## config.mk

```make
export PLATFORM = sky130hd
export DESIGN_NAME = multi_channel_debouncer
export DESIGN_NICKNAME = d
export VERILOG_FILES = /design/src/rtl/multi_channel_debouncer.sv
export SDC_FILE = /design/constraint.sdc
export NUM_CORES = 1
export LEC_CHECK = 0
export ABC_AREA = 1
export CAP_MARGIN = 10
export CORE_MARGIN = 2
export CORE_UTILIZATION = 40
export CTS_CLUSTER_SIZE = 12
export DETAILED_ROUTE_END_ITERATION = 16
export SETUP_SLACK_MARGIN = 0.1
export SYNTH_ARGS = -nofsm -noshare
export SYNTH_HDL_FRONTEND = slang
export SYNTH_SLANG_ARGS = --single-unit
```

## constraint.sdc

```tcl
create_clock -name clk -period 3 [get_ports clk]
set_input_delay 0.6 -clock clk [delete_from_list [all_inputs] [get_ports clk]]
set_output_delay 0.6 -clock clk [all_outputs]
set_load 0.01 [all_outputs]
```

## src/rtl/multi_channel_debouncer.sv

```systemverilog
// Multi-channel input debouncer: two-flop synchroniser, per-channel stability
// counter, clean level, registered rise/fall pulses and optional sticky latch.
module multi_channel_debouncer #(
  parameter int                  CHANNELS      = 4,
  parameter int                  STABLE_CYCLES = 16,
  parameter logic [CHANNELS-1:0] RESET_VALUE   = '0,
  parameter logic [CHANNELS-1:0] LATCH_MASK    = '0
) (
  input  logic                clk,
  input  logic                reset,
  input  logic [CHANNELS-1:0] noisy,
  input  logic [CHANNELS-1:0] clear,
  output logic [CHANNELS-1:0] clean,
  output logic [CHANNELS-1:0] rise,
  output logic [CHANNELS-1:0] fall,
  output logic [CHANNELS-1:0] latched
);

  localparam int             CW       = $clog2(STABLE_CYCLES);
  localparam logic [CW-1:0]  TERMINAL = CW'(STABLE_CYCLES - 1);

  generate
    for (genvar gi = 0; gi < CHANNELS; gi++) begin : g_chan
      logic          s1;
      logic          s2;
      logic          level;
      logic          rise_q;
      logic          fall_q;
      logic [CW-1:0] cnt;
      logic          done;

      // The new value has held long enough: clean follows s2 on this edge.
      assign done = (s2 != level) && (cnt == TERMINAL);

      always_ff @(posedge clk or posedge reset) begin
        if (reset) begin
          s1     <= RESET_VALUE[gi];
          s2     <= RESET_VALUE[gi];
          level  <= RESET_VALUE[gi];
          rise_q <= 1'b0;
          fall_q <= 1'b0;
          cnt    <= '0;
        end else begin
          s1     <= noisy[gi];
          s2     <= s1;
          rise_q <= done && s2;
          fall_q <= done && !s2;
          if (s2 == level) begin
            cnt <= '0;
          end else if (cnt == TERMINAL) begin
            level <= s2;
            cnt   <= '0;
          end else begin
            cnt <= cnt + 1'b1;
          end
        end
      end

      assign clean[gi] = level;
      assign rise[gi]  = rise_q;
      assign fall[gi]  = fall_q;

      if (LATCH_MASK[gi]) begin : g_latch
        logic flag;
        // Set has priority over a coincident clear so no request is lost.
        always_ff @(posedge clk or posedge reset) begin
          if (reset) begin
            flag <= 1'b0;
          end else if (done && s2) begin
            flag <= 1'b1;
          end else if (clear[gi]) begin
            flag <= 1'b0;
          end
        end
        assign latched[gi] = flag;
      end else begin : g_no_latch
        logic unused_clear;
        assign unused_clear = clear[gi];
        assign latched[gi]  = 1'b0;
      end
    end
  endgenerate

endmodule

```

* Yosys cells after proc, flatten, opt, wreduce, memory -nomap -nowiden
Cells that the tools add are included.
Word-level totals: output and inout port bits 16, latch bits 0, memories 0, memory bits (read-only) 0, memory bits (writable) 0, input port bits 10, flip-flop bits (word level) 36
Cells by class: equality and inequality tests 12, muxes and demuxes 8, add/subtract/negate cells 4, shift-type cells 0, order comparisons 0, divide/modulo/power cells 0, bitwise operators 4, reduce and logical (&&, ||, !) cells 20, multipliers 0
Operator list (number):
- two-way mux 4 bit | 8
- adder 4 x 1 -> 4 bit, second input constant | 4
- equality test 4 bit, second input constant | 4
- logical AND 1 bit | 12
- AND reduction 2 bit | 4
- equality test 1 bit | 4
- logical NOT 1 bit | 4
- inequality test 1 bit | 4
- inverter 1 bit | 4

* Longest topological paths before layout
Gate-level depths: netlist (run 1).
depth in word-level cells 3, gate-level depth with buffers 5

* Worst setup path before layout (run 1)
OpenSTA, ideal clock, no wires.
kind flip-flop to output port, start point reg g_chan[2].level, end point out clean[2], stages on the path, launching flop included 2, path slack 1.869 ns, data arrival time 0.531 ns, buffers on the path 1, required time 2.400 ns, cell sequence dfrtp_1 buf_4
RTL lines:
- start: declaration | RTL line 26 | logic level;
- start signal: assignment | RTL line 39 | level <= RESET_VALUE[gi];
- end: declaration | RTL line 13 | output logic [CHANNELS-1:0] clean,
No word-level cell between the ends.

* Worst setup path in the final report (run 1)
start point reg g_chan[2].level, end point out clean[2]
No word-level cell between the ends.

==> run summary, run 1 <==
The combined flip-flop and latch cell area came out at 901 sq um. The arrival time reported for the critical path endpoint is 1240 ps. The cell family with the largest share of critical-path delay is buffers and inverters. Setup slack on the worst reg-to-reg path comes out at 1940 ps. Sorting the synthesized cells by area gives the leading types as dfrtp_1 60%, buf_4 8.0%, nand2_1 6.5%.

For this block, the via count after detailed routing is 903. The master cell of the clock root buffer is clkbuf_8. The layout filler cell count came out at 351. The total congestion overflow after global routing is 0. The number of standard cells in the final layout excluding fillers came out at 208. The average vias per placed instance is 4.34. The detailed-route DRC error count is 0. The floorplan die width came out at 65.1 microns. The global-route wire length before repair is 3580 microns. The number of distinct library cell variants in the gate-level netlist after synthesis came out at 15.

Summed over all instances, the cell type with the most area after synthesis is dfrtp_1. Among all stages on the critical path, the largest delay is contributed by clkdlybuf4s50_1. The post-synthesis average cell area came out at 10.1 sq um. For this run, the total global-route usage over all layers was measured as 11.2%.

Once detailed placement completed, the half-perimeter wirelength came to 1480 microns. The multi-input combinational cell area came out at 414 sq um. The max capacitance violation total came out at 0. The clock latency reported for the late side of the worst-skew pair is 280 ps. For this block, the initial DRC count from the detailed router was 14. The number of cells on the worst reg-to-reg path is 4. Setup repair after global routing left no endpoint under its margin. The number of buffer and inverter instances along the worst setup path came out at 1. The endpoint identified for the worst register-to-register timing path is g_chan[0].cnt[3].

Summing the areas of all compound-gate instances in the mapped netlist gives 2.43% of the synthesized area. The flow ran to the end, and the final reports show no timing, DRC or antenna violations. The total setup violations reported at the end of the flow came out at 0. The startpoint-to-endpoint class of the critical path is reg2out.

The total of warnings raised by yosys came out at 0. The via count of the first global-routing pass came out at 892. The area fraction in and, or, nand and nor cells after synthesis came out at 18.6%. The CTS sink count is 36. The cell count after placement is 201. The number of pins with negative max-slew slack in the final report is 0. The synthesized netlist devotes 3.35% of its cell area to adder and majority cells. The number of H-tree levels is 2. Synthesis handed over a netlist of 148 instances. The tightest min-delay check is of the reg2reg type.

The setup fix buffers added after clock tree synthesis is 0. Along the worst path, the maximum fanout reaches 4. The total wire length after detailed routing came out at 1940 microns.

The clock tree from TritonCTS is yes. The overall die height is 65.1 microns. The total inserted antenna cells is 0. The total of flip-flops plus latches after synthesis came out at 36. The total standard cell area after synthesis came out at 1500 sq um. The share of cell area taken by muxes after synthesis came out at 0%. IR analysis of the VDD net gives a maximum drop of 0.259 mV. The routed length per instance is 9.32 microns. For hold timing, the worst endpoint is g_chan[2].s2. The worst register-to-register path begins at g_chan[0].cnt[0]. Traced cell by cell, the critical path runs through clkdlybuf4s50_1. The final weighted congestion in routability-driven placement came out at 0.757.

In this run the standard cell core region covers 3630 sq um. In this design, the stage delay of the slowest critical-path cell is 560 ps. The post-layout net count came out at 174. The highest achievable clock rate came out at 543 MHz. The die covers 4240 sq um. The number of failing hold endpoints at the final stage came out at 0. The quantity of gates resized following cts came out at 0. The number of search-and-repair iterations in the first detailed-routing pass came out at 3. The share of the yosys chip area belonging to registers is 60.3%. The endpoint type of the worst setup path is an output pin. The type of element launching the critical path is a flip-flop. The area growth from synthesis to layout came out at 15.1%. The layout cell share with drive strength beyond 1 came out at 9.38%. The power per cell area came out at 538 nW/um^2. The maximum number of buffers from clock root to sink is 2. The required time at the worst-slack endpoint came out at 2400 ps. The number of antenna violations at the first check in global routing is 0. Entering global routing, the biggest net connects 24 pins. The final cell utilization of the core came out at 47.3%.

The summed negative setup slack over all endpoints is 0 ps. After synthesis, the largest family of logic cells by area is simple AND/OR/NAND/NOR gates. For the final database, setup skew stands at 3.16 ps. The startpoint of the lowest-slack hold path is g_chan[2].s1. Once the floorplan was initialized, standard cells occupied 41.2% of the core. The final critical delay including setup and external delays came out at 1840 ps. The number of buffers inserted by hold repair at cts came out at 0. The share of synthesized area in the top cell type comes to 60.3%. The number of top-level design ports is 26.

The post-route antenna net violation count is 0. The analysis attributes to cell leakage a power of 0.834 nW. The xor and xnor fraction of the mapped netlist area came out at 2.34%. The final clock period utilization by the worst path is 61.3%. The count of buffers from port buffering came out at 17. The cell row count came out at 22. The worst hold path passes through 0 cells.

The number of buffers added by the clock tree synthesis step is 5. The register clock-pin slew on the reported worst setup and hold paths came out at 60 ps.
cell usage after synthesis:
library cell and instances:
xnor2_1 4, dfrtp_1 36, inv_1 19, nand2_1 26
ha_1 4, conb_1 1, nand3_2 4, a21oi_2 1
nand2_2 2, nand3_1 4, nand4_1 4, a21boi_0 1
buf_4 16, o21ai_1 4, nor2_1 22
sequential cells by signal (all words and copies together) (netlist names):
register,flops
g_chan.cnt,16
g_chan.level,4
g_chan.rise_q,4
g_chan.fall_q,4
g_chan.s1,4
g_chan.s2,4
layout by cell type (no fill, tap or decap):
master / instances
xnor2_1: 4
nand3_1: 4
nor2_1: 22
a21boi_0: 1
inv_1: 19
ha_1: 4
nand4_1: 4
nand2_2: 2
o21ai_1: 4
clkdlybuf4s50_1: 17
conb_1: 4
nand3_2: 4
nand2_1: 26
a21oi_2: 1
buf_4: 1
dfrtp_1: 36
clkbuf_8: 7
area by class of cell:
cell class / instances / share of cell area [%]
Tap cell: 48 / 3.49
Multi-Input combinational cell: 80 / 24.1
Clock buffer: 7 / 5.60
Inverter: 19 / 4.15
Sequential cell: 36 / 52.4
Timing Repair Buffer: 18 / 10.3
kinds of logic after synthesis:
group	after synthesis
and+or+nand+nor	62
AOI/OAI and AO/OA	6
other	1
xor gates and xnor gates	4
DFF	36
buffers and inverters	35
adders and majority gates	4
worst max path at each step:
stage,cells after the start,startpoint,to
detailed placement,3,reset,g_chan[3].s2
global placement,3,reset,g_chan[3].level
global route,1,g_chan[2].level,clean[2]
CTS,1,g_chan[2].level,clean[2]
floorplan,1,reset,g_chan[0].cnt[0]
finish,1,g_chan[2].level,clean[2]
where the power goes:
part	leakage, nW	switching (mW)	internal [mW]
Sequential	0.474	0.0156	0.504
Clock	0.0503	0.150	0.204
Combinational	0.309	0.0296	0.0220
Total	0.834	0.196	0.730
through the flow:
step                setup WS [ps]  hold WS [ps]  power, mW  cell area, sq um
floorplan                    1600           331      0.568              1510
global placement             1340           334      0.579              1620
detailed placement           1330           335      0.582              1620
CTS                          1150           349      0.941              1720
global route                 1110           355      0.976              1720
finish                       1160           348      0.926              1720
metal layers:
| metal | part of all wire (%) | vias up | track usage (%) |
|---|---|---|---|
| li1 | - | 455 | - |
| met1 | 45 | 428 | 12.8 |
| met2 | 48 | 15 | 18.6 |
| met3 | 4.4 | 5 | 3.60 |
| met4 | 2.4 | 0 | 6.25 |
| met5 | 0 | - | 0 |
Power figures use the tool's default switching activity.
==> run 2, diff against run 1 <==
==> constraint.sdc (replaced) <==
create_clock -name clk -period 1.88 [get_ports clk]
set_input_delay 0.376 -clock clk [delete_from_list [all_inputs] [get_ports clk]]
set_output_delay 0.376 -clock clk [all_outputs]
set_load 0.01 [all_outputs]
==> run summary, run 2 (synthesis gave the netlist of run 1 again) <==
The reg2reg setup slack is 840 ps (-1100 ps). The required time at the worst-slack endpoint is 1500 ps (-900 ps). The global-route wire length before repair is 3680 microns (+2.7%). The final cell utilization of the core came to 47.2% (-0.17 points). The detailed-route DRC error count was 0 (unchanged). The number of failing hold endpoints at the final stage came out at 0 (unchanged). The maximum number of buffers from clock root to sink is 2 (unchanged). The maximum number of pins on one net before global-route repair is 37 (+54%). The worst ir drop on vdd is 0.369 mV (+43%). The total routing usage reported by global routing is 11.7% (+0.47 points).

The layout filler cell count is 362 (+3.1%). The total setup violations reported at the end of the flow came out at 0 (unchanged). The number of buffers inserted by hold repair at cts came out at 0 (unchanged). TritonCTS built the clock tree. The total inserted antenna cells is 0 (unchanged). The effective utilization at floorplan is 41.2% (unchanged).

The clock latency reported for the late side of the worst-skew pair came to 280 ps (about the same). The max capacitance violation total is 0 (unchanged). The area growth from synthesis to layout is 14.6%. The root buffer cell chosen for the clock tree is clkbuf_8.

The detailed router's first-iteration violation count is 50 (+36). The number of standard cells in the final layout excluding fillers is 209 (+0.48%). The quantity of gates resized following cts came out at 0 (unchanged). The clock share of power is 37.5% (-0.8 points). The number of buffer and inverter instances along the worst setup path was 1 (unchanged).

In this run the worst setup path begins at g_chan[2].level. The routed length per instance was 9.52 microns (+2.2%). The library cell used most frequently in the layout, excluding fill and tap cells, is dfrtp_1. The overall die height came out at 65.1 microns (unchanged).

Setup repair after global routing left no endpoint under its margin. The signal on the critical path passes through clkdlybuf4s50_1. The arrival time reported for the critical path endpoint came out at 1240 ps (about the same).

The full die area is 4240 sq um (unchanged). The CTS sink count came out at 36 (unchanged). The final clock period utilization by the worst path came out at 86.2%. The highest achievable clock rate is 617 MHz.

The area of the placeable core is 3630 sq um (unchanged). The biggest cell delay along the critical path is 560 ps (about the same). The average vias per placed instance came out at 4.26 (-1.8%). The type of element launching the critical path is a flip-flop. The total congestion overflow after global routing came to 0 (unchanged). The multi-input combinational cell area came out at 414 sq um (unchanged). The leakage dissipation is 0.829 nW (-0.58%). The top cell types in the final layout, fill and taps aside, are 36 x dfrtp_1, 26 x nand2_1, 22 x nor2_1. The layout cell share with drive strength beyond 1 came out at 8.70% (-0.68 points). The via count of the first global-routing pass is 903 (+1.2%). The worst hold-check path type is reg2reg. The startpoint identified for the worst register-to-register timing path is g_chan[3].cnt[0]. The cell count after placement is 201 (unchanged). The post-layout net count is 174 (unchanged).

The worst-case setup slack after placement is 563 ps (-763 ps). The startpoint-to-endpoint class of the critical path is reg2out. The power per cell area came out at 852 nW/um^2 (+58%).

The count of buffers from port buffering came to 17 (unchanged). The number of flip-flops under the largest register name came out at 16 (unchanged). The clock tree skew after final layout came out at 3.49 ps (+0.335 ps). The setup fix buffers added after clock tree synthesis came out at 0 (unchanged). The number of buffers added by the clock tree synthesis step came out at 5 (unchanged). The post-detailed-placement half-perimeter wirelength came out at 1500 microns (+1.4%). The largest driver fanout on the critical path came out at 4 (unchanged).

The endpoint identified for the worst register-to-register timing path is g_chan[3].cnt[3]. The cell row count is 22 (unchanged). The number of pins with negative max-slew slack in the final report came out at 0 (unchanged). The summed negative setup slack over all endpoints came out at 0 ps (unchanged). The number of search-and-repair iterations in the first detailed-routing pass is 2 (-1).

The least setup slack across all paths after layout is 260 ps (-900 ps). The flow ran to the end, and the final reports show no timing, DRC or antenna violations. The length in cells of the worst reg-to-reg path is 4 (unchanged).

The cell type of the slowest stage on the worst timing path is clkdlybuf4s50_1. The total wire length after detailed routing came out at 1990 microns (+2.7%). The count of vias placed by the detailed router came to 891 (-1.3%).

The switching power came out at 323 uW (+65%). The combined flip-flop and latch cell area is 901 sq um (unchanged). The internal power summed over all cells is 1.14 mW (+56%).

STA classifies the critical path endpoint as an output pin. The register clock-pin slew on the reported worst setup and hold paths came out at 70 ps (about the same). The proportion of power drawn by flip-flops and latches came to 56.7% (+0.6 points).

The number of cells traversed by the worst hold path came out at 0 (unchanged). The part of the power in combinational logic was 5.7% (about the same). The register bank with the most flops is g_chan.cnt. The post-route antenna net violation count is 0 (unchanged). The number of H-tree levels came out at 2 (unchanged).

The worst min-delay path endpoint is g_chan[1].s2. The switching power as a share of total power came out at 22.1% (+0.97 points). The worst hold path begins at g_chan[1].s1. The number of antenna violations at the first check in global routing came to 0 (unchanged). The final critical delay including setup and external delays came out at 1620 ps. The floorplan die width came out at 65.1 microns (unchanged).

The final weighted congestion in routability-driven placement came out at 0.778 (+2.8%). Broken down by cell family, the worst path's largest delay share belongs to buffers and inverters. The number of top-level design ports is 26 (unchanged).
run 2: cell types whose count changed in the layout (fill, tap and decap cells not counted):
cell / change
clkbuf_8: -1
clkbuf_1: +2
run 2: worst max-delay path by stage:
stage	cells after the start	slack, ps	end
floorplan	1	700	g_chan[0].cnt[0]
global placement	1	570	clean[2]
detailed placement	1	560	clean[2]
CTS	1	250	clean[2]
global route	1	210	clean[2]
finish	1	260	clean[2]
run 2: area by class of cell:
type	instances	area share, %
Tap cell	48	3.50
Timing Repair Buffer	18	10.4
Sequential cell	36	52.6
Clock buffer	8	5.26
Inverter	19	4.16
Multi-Input combinational cell	80	24.2
run 2: per-layer routing:
metal	vias up	global-route usage [%]	share of wire (%)
li1	456	-	-
met1	414	12.9	42
met2	16	19.2	50
met3	5	5.31	5.8
met4	0	5.47	2.1
met5	-	0	0
run 2: stage by stage:
step / hold WS (ps) / power [mW] / area [sq um]
finish: 349 / 1.46 / 1710
detailed placement: 337 / 0.930 / 1620
floorplan: 331 / 0.906 / 1510
global placement: 333 / 0.924 / 1620
global route: 365 / 1.54 / 1710
CTS: 352 / 1.48 / 1710
run 2: power groups by stage:
| stage | Sequential (mW) | Combinational [mW] | Clock (mW) |
|---|---|---|---|
| after global placement | 0.841 | 0.0832 | 0 |
| after detailed placement | 0.844 | 0.0861 | 0 |
| final | 0.829 | 0.0835 | 0.548 |
| after global routing | 0.833 | 0.100 | 0.603 |
| after CTS | 0.829 | 0.0867 | 0.566 |
| after floorplan | 0.838 | 0.0679 | 0 |
==> run 3, diff against run 2 <==
==> constraint.sdc (replaced) <==
create_clock -name clk -period 1.9 [get_ports clk]
set_input_delay 0.38 -clock clk [delete_from_list [all_inputs] [get_ports clk]]
set_output_delay 0.38 -clock clk [all_outputs]
set_load 0.01 [all_outputs]
==> run summary, run 3 (synthesis gave the netlist of run 1 again) <==
The run finished with clean final reports. The total inserted antenna cells is 0 (unchanged). The number of buffers added by the clock tree synthesis step is 5 (unchanged).

The total congestion overflow after global routing came out at 0 (unchanged). The routed length per instance was 9.56 microns (+0.45%). The area of the placeable core is 3630 sq um (unchanged).

The register clock-pin slew on the reported worst setup and hold paths is 70 ps (about the same). The total wire length after detailed routing came out at 2000 microns (+0.45%). The total setup violations reported at the end of the flow is 0 (unchanged). The CTS sink count came out at 36 (unchanged).

The detailed-route DRC error count is 0 (unchanged). The setup fix buffers added after clock tree synthesis is 0 (unchanged). The final weighted congestion in routability-driven placement is 0.777 (about the same).

The clock tree skew after final layout came out at 4.32 ps (+0.828 ps). The number of H-tree levels came out at 2 (unchanged). The via count of the first global-routing pass came out at 867 (-4.0%). The instance area at placement came out at 1620 sq um (unchanged). The least setup slack across all paths after layout came out at 272 ps (+12.7 ps).

The cell area after layout came out at 1720 sq um (+0.15%). The number of top-level design ports came to 26 (unchanged). The root buffer cell chosen for the clock tree is clkbuf_8. The layout cell share with drive strength beyond 1 came out at 9.94% (+1.2 points). The post-detailed-placement half-perimeter wirelength is 1490 microns (-0.85%).

The worst-case setup slack after placement came out at 584 ps (+20.4 ps). The startpoint of the lowest-slack hold path is g_chan[1].s1. The biggest cell delay along the critical path came to 560 ps (about the same). The final critical delay including setup and external delays came out at 1630 ps. The area growth from synthesis to layout came out at 14.8%.

The min-delay analysis places its worst path in the category reg2reg. The clock latency reported for the late side of the worst-skew pair is 280 ps (about the same). The arrival time reported for the critical path endpoint is 1250 ps (about the same). The average vias per placed instance is 4.32 (+1.3%). The count of vias placed by the detailed router came out at 903 (+1.3%). The cell family with the largest share of critical-path delay is buffers and inverters.

The max capacitance violation total was 0 (unchanged). STA classifies the critical path startpoint as a flip-flop. The summed negative setup slack over all endpoints came to 0 ps (unchanged). The maximum number of buffers from clock root to sink came out at 2 (unchanged). The count of buffers from port buffering is 17 (unchanged). The worst ir drop on vdd is 0.387 mV (+4.8%). The final clock period utilization by the worst path is 85.7%. The number of flip-flops under the largest register name was 16 (unchanged). The critical path goes through clkdlybuf4s50_1. The worst min-delay path endpoint is g_chan[1].s2. In this run the critical register-to-register path is launched from g_chan[3].cnt[0].

The cell type of the slowest stage on the worst timing path is clkdlybuf4s50_1. The cell row count is 22 (unchanged). The number of pins with negative max-slew slack in the final report is 0 (unchanged). The full die area came to 4240 sq um (unchanged). The required time at the worst-slack endpoint came out at 1520 ps (+20 ps). The detailed router's first-iteration violation count is 57 (+14%). The number of antenna violations at the first check in global routing came out at 0 (unchanged). The endpoint type of the worst setup path is an output pin. The floorplan die width came to 65.1 microns (unchanged). The maximum number of pins on one net before global-route repair was 37 (unchanged).

The leakage dissipation is 0.834 nW (+0.66%). The effective utilization at floorplan is 41.2% (unchanged). The highest achievable clock rate is 614 MHz. The largest driver fanout on the critical path came to 4 (unchanged). The startpoint-to-endpoint class of the critical path is reg2out.

The power per cell area came out at 842 nW/um^2 (-1.2%). The overall die height came to 65.1 microns (unchanged). The leading cell type in the layout, fill and taps excluded is dfrtp_1.

The number of failing hold endpoints at the final stage came out at 0 (unchanged). The length in cells of the worst reg-to-reg path came out at 4 (unchanged). Setup repair after global routing left no endpoint under its margin. The number of search-and-repair iterations in the first detailed-routing pass is 4 (+2). Ranked by flip-flop count, first place goes to g_chan.cnt.

The post-layout net count came out at 174 (unchanged). The global-route wire length before repair came out at 3530 microns (-3.9%). The quantity of gates resized following cts is 0 (unchanged). The number of buffer and inverter instances along the worst setup path came out at 1 (unchanged). The number of buffers inserted by hold repair at cts came out at 0 (unchanged).

The total routing usage reported by global routing was 11.5% (-0.14 points). The number of cells traversed by the worst hold path is 0 (unchanged). The final cell utilization of the core came out at 47.2% (+0.069 points).

In the layout the commonest cells are 36 x dfrtp_1, 26 x nand2_1, 22 x nor2_1. The endpoint identified for the worst register-to-register timing path is g_chan[3].cnt[3]. The reg2reg setup slack came out at 860 ps (+20 ps). The post-route antenna net violation count came to 0 (unchanged). The clock tree from TritonCTS is yes.
## run 3: worst reg2reg max path: stages (launching register included)
cell,delay (ps)
dfrtp_1,420
ha_1,250
nand3_2,110
nand2_1,90
nor2_1,110
## run 3: worst max path at each step
stage | start | to | depth (start not counted)
3_3_place_gp | g_chan[2].level | clean[2] | 1
4_1_cts | g_chan[2].level | clean[2] | 1
5_1_grt | g_chan[1].level | clean[1] | 1
2_1_floorplan | reset | g_chan[0].cnt[0] | 1
3_5_place_dp | g_chan[2].level | clean[2] | 1
6_report | g_chan[2].level | clean[2] | 1
## run 3: metal layers
| layer | vias to the layer above | track usage [%] | wire length, microns |
|---|---|---|---|
| met3 | 6 | 5.14 | 112 |
| li1 | 463 | - | - |
| met5 | - | 0 | 0 |
| met4 | 0 | 7.03 | 57 |
| met2 | 18 | 18.8 | 984 |
| met1 | 416 | 12.3 | 845 |
## run 3: report_power, final
part | internal, mW | switching [mW] | leakage [nW]
clock network | 0.289 | 0.255 | 0.0510
registers | 0.796 | 0.0250 | 0.474
logic | 0.0349 | 0.0471 | 0.309
## run 3: through the flow
| stage | instances | hold WS [ps] | power (mW) |
|---|---|---|---|
| 2_1_floorplan | 151 | 331 | 0.896 |
| 3_3_place_gp | 201 | 333 | 0.915 |
| 3_5_place_dp | 201 | 337 | 0.920 |
| 4_1_cts | 209 | 352 | 1.47 |
| 5_1_grt | 209 | 359 | 1.52 |
| 6_report | 209 | 350 | 1.45 |
## run 3: cell type report
class | count | area, sq um
fillers | 362 | 1920
flip-flops and latches | 36 | 901
multi-input cells | 80 | 414
repair buffers | 18 | 178
clock buffers | 6 | 82.6
inverters | 19 | 71.3
well taps | 48 | 60.1
clock inverters | 2 | 10.0
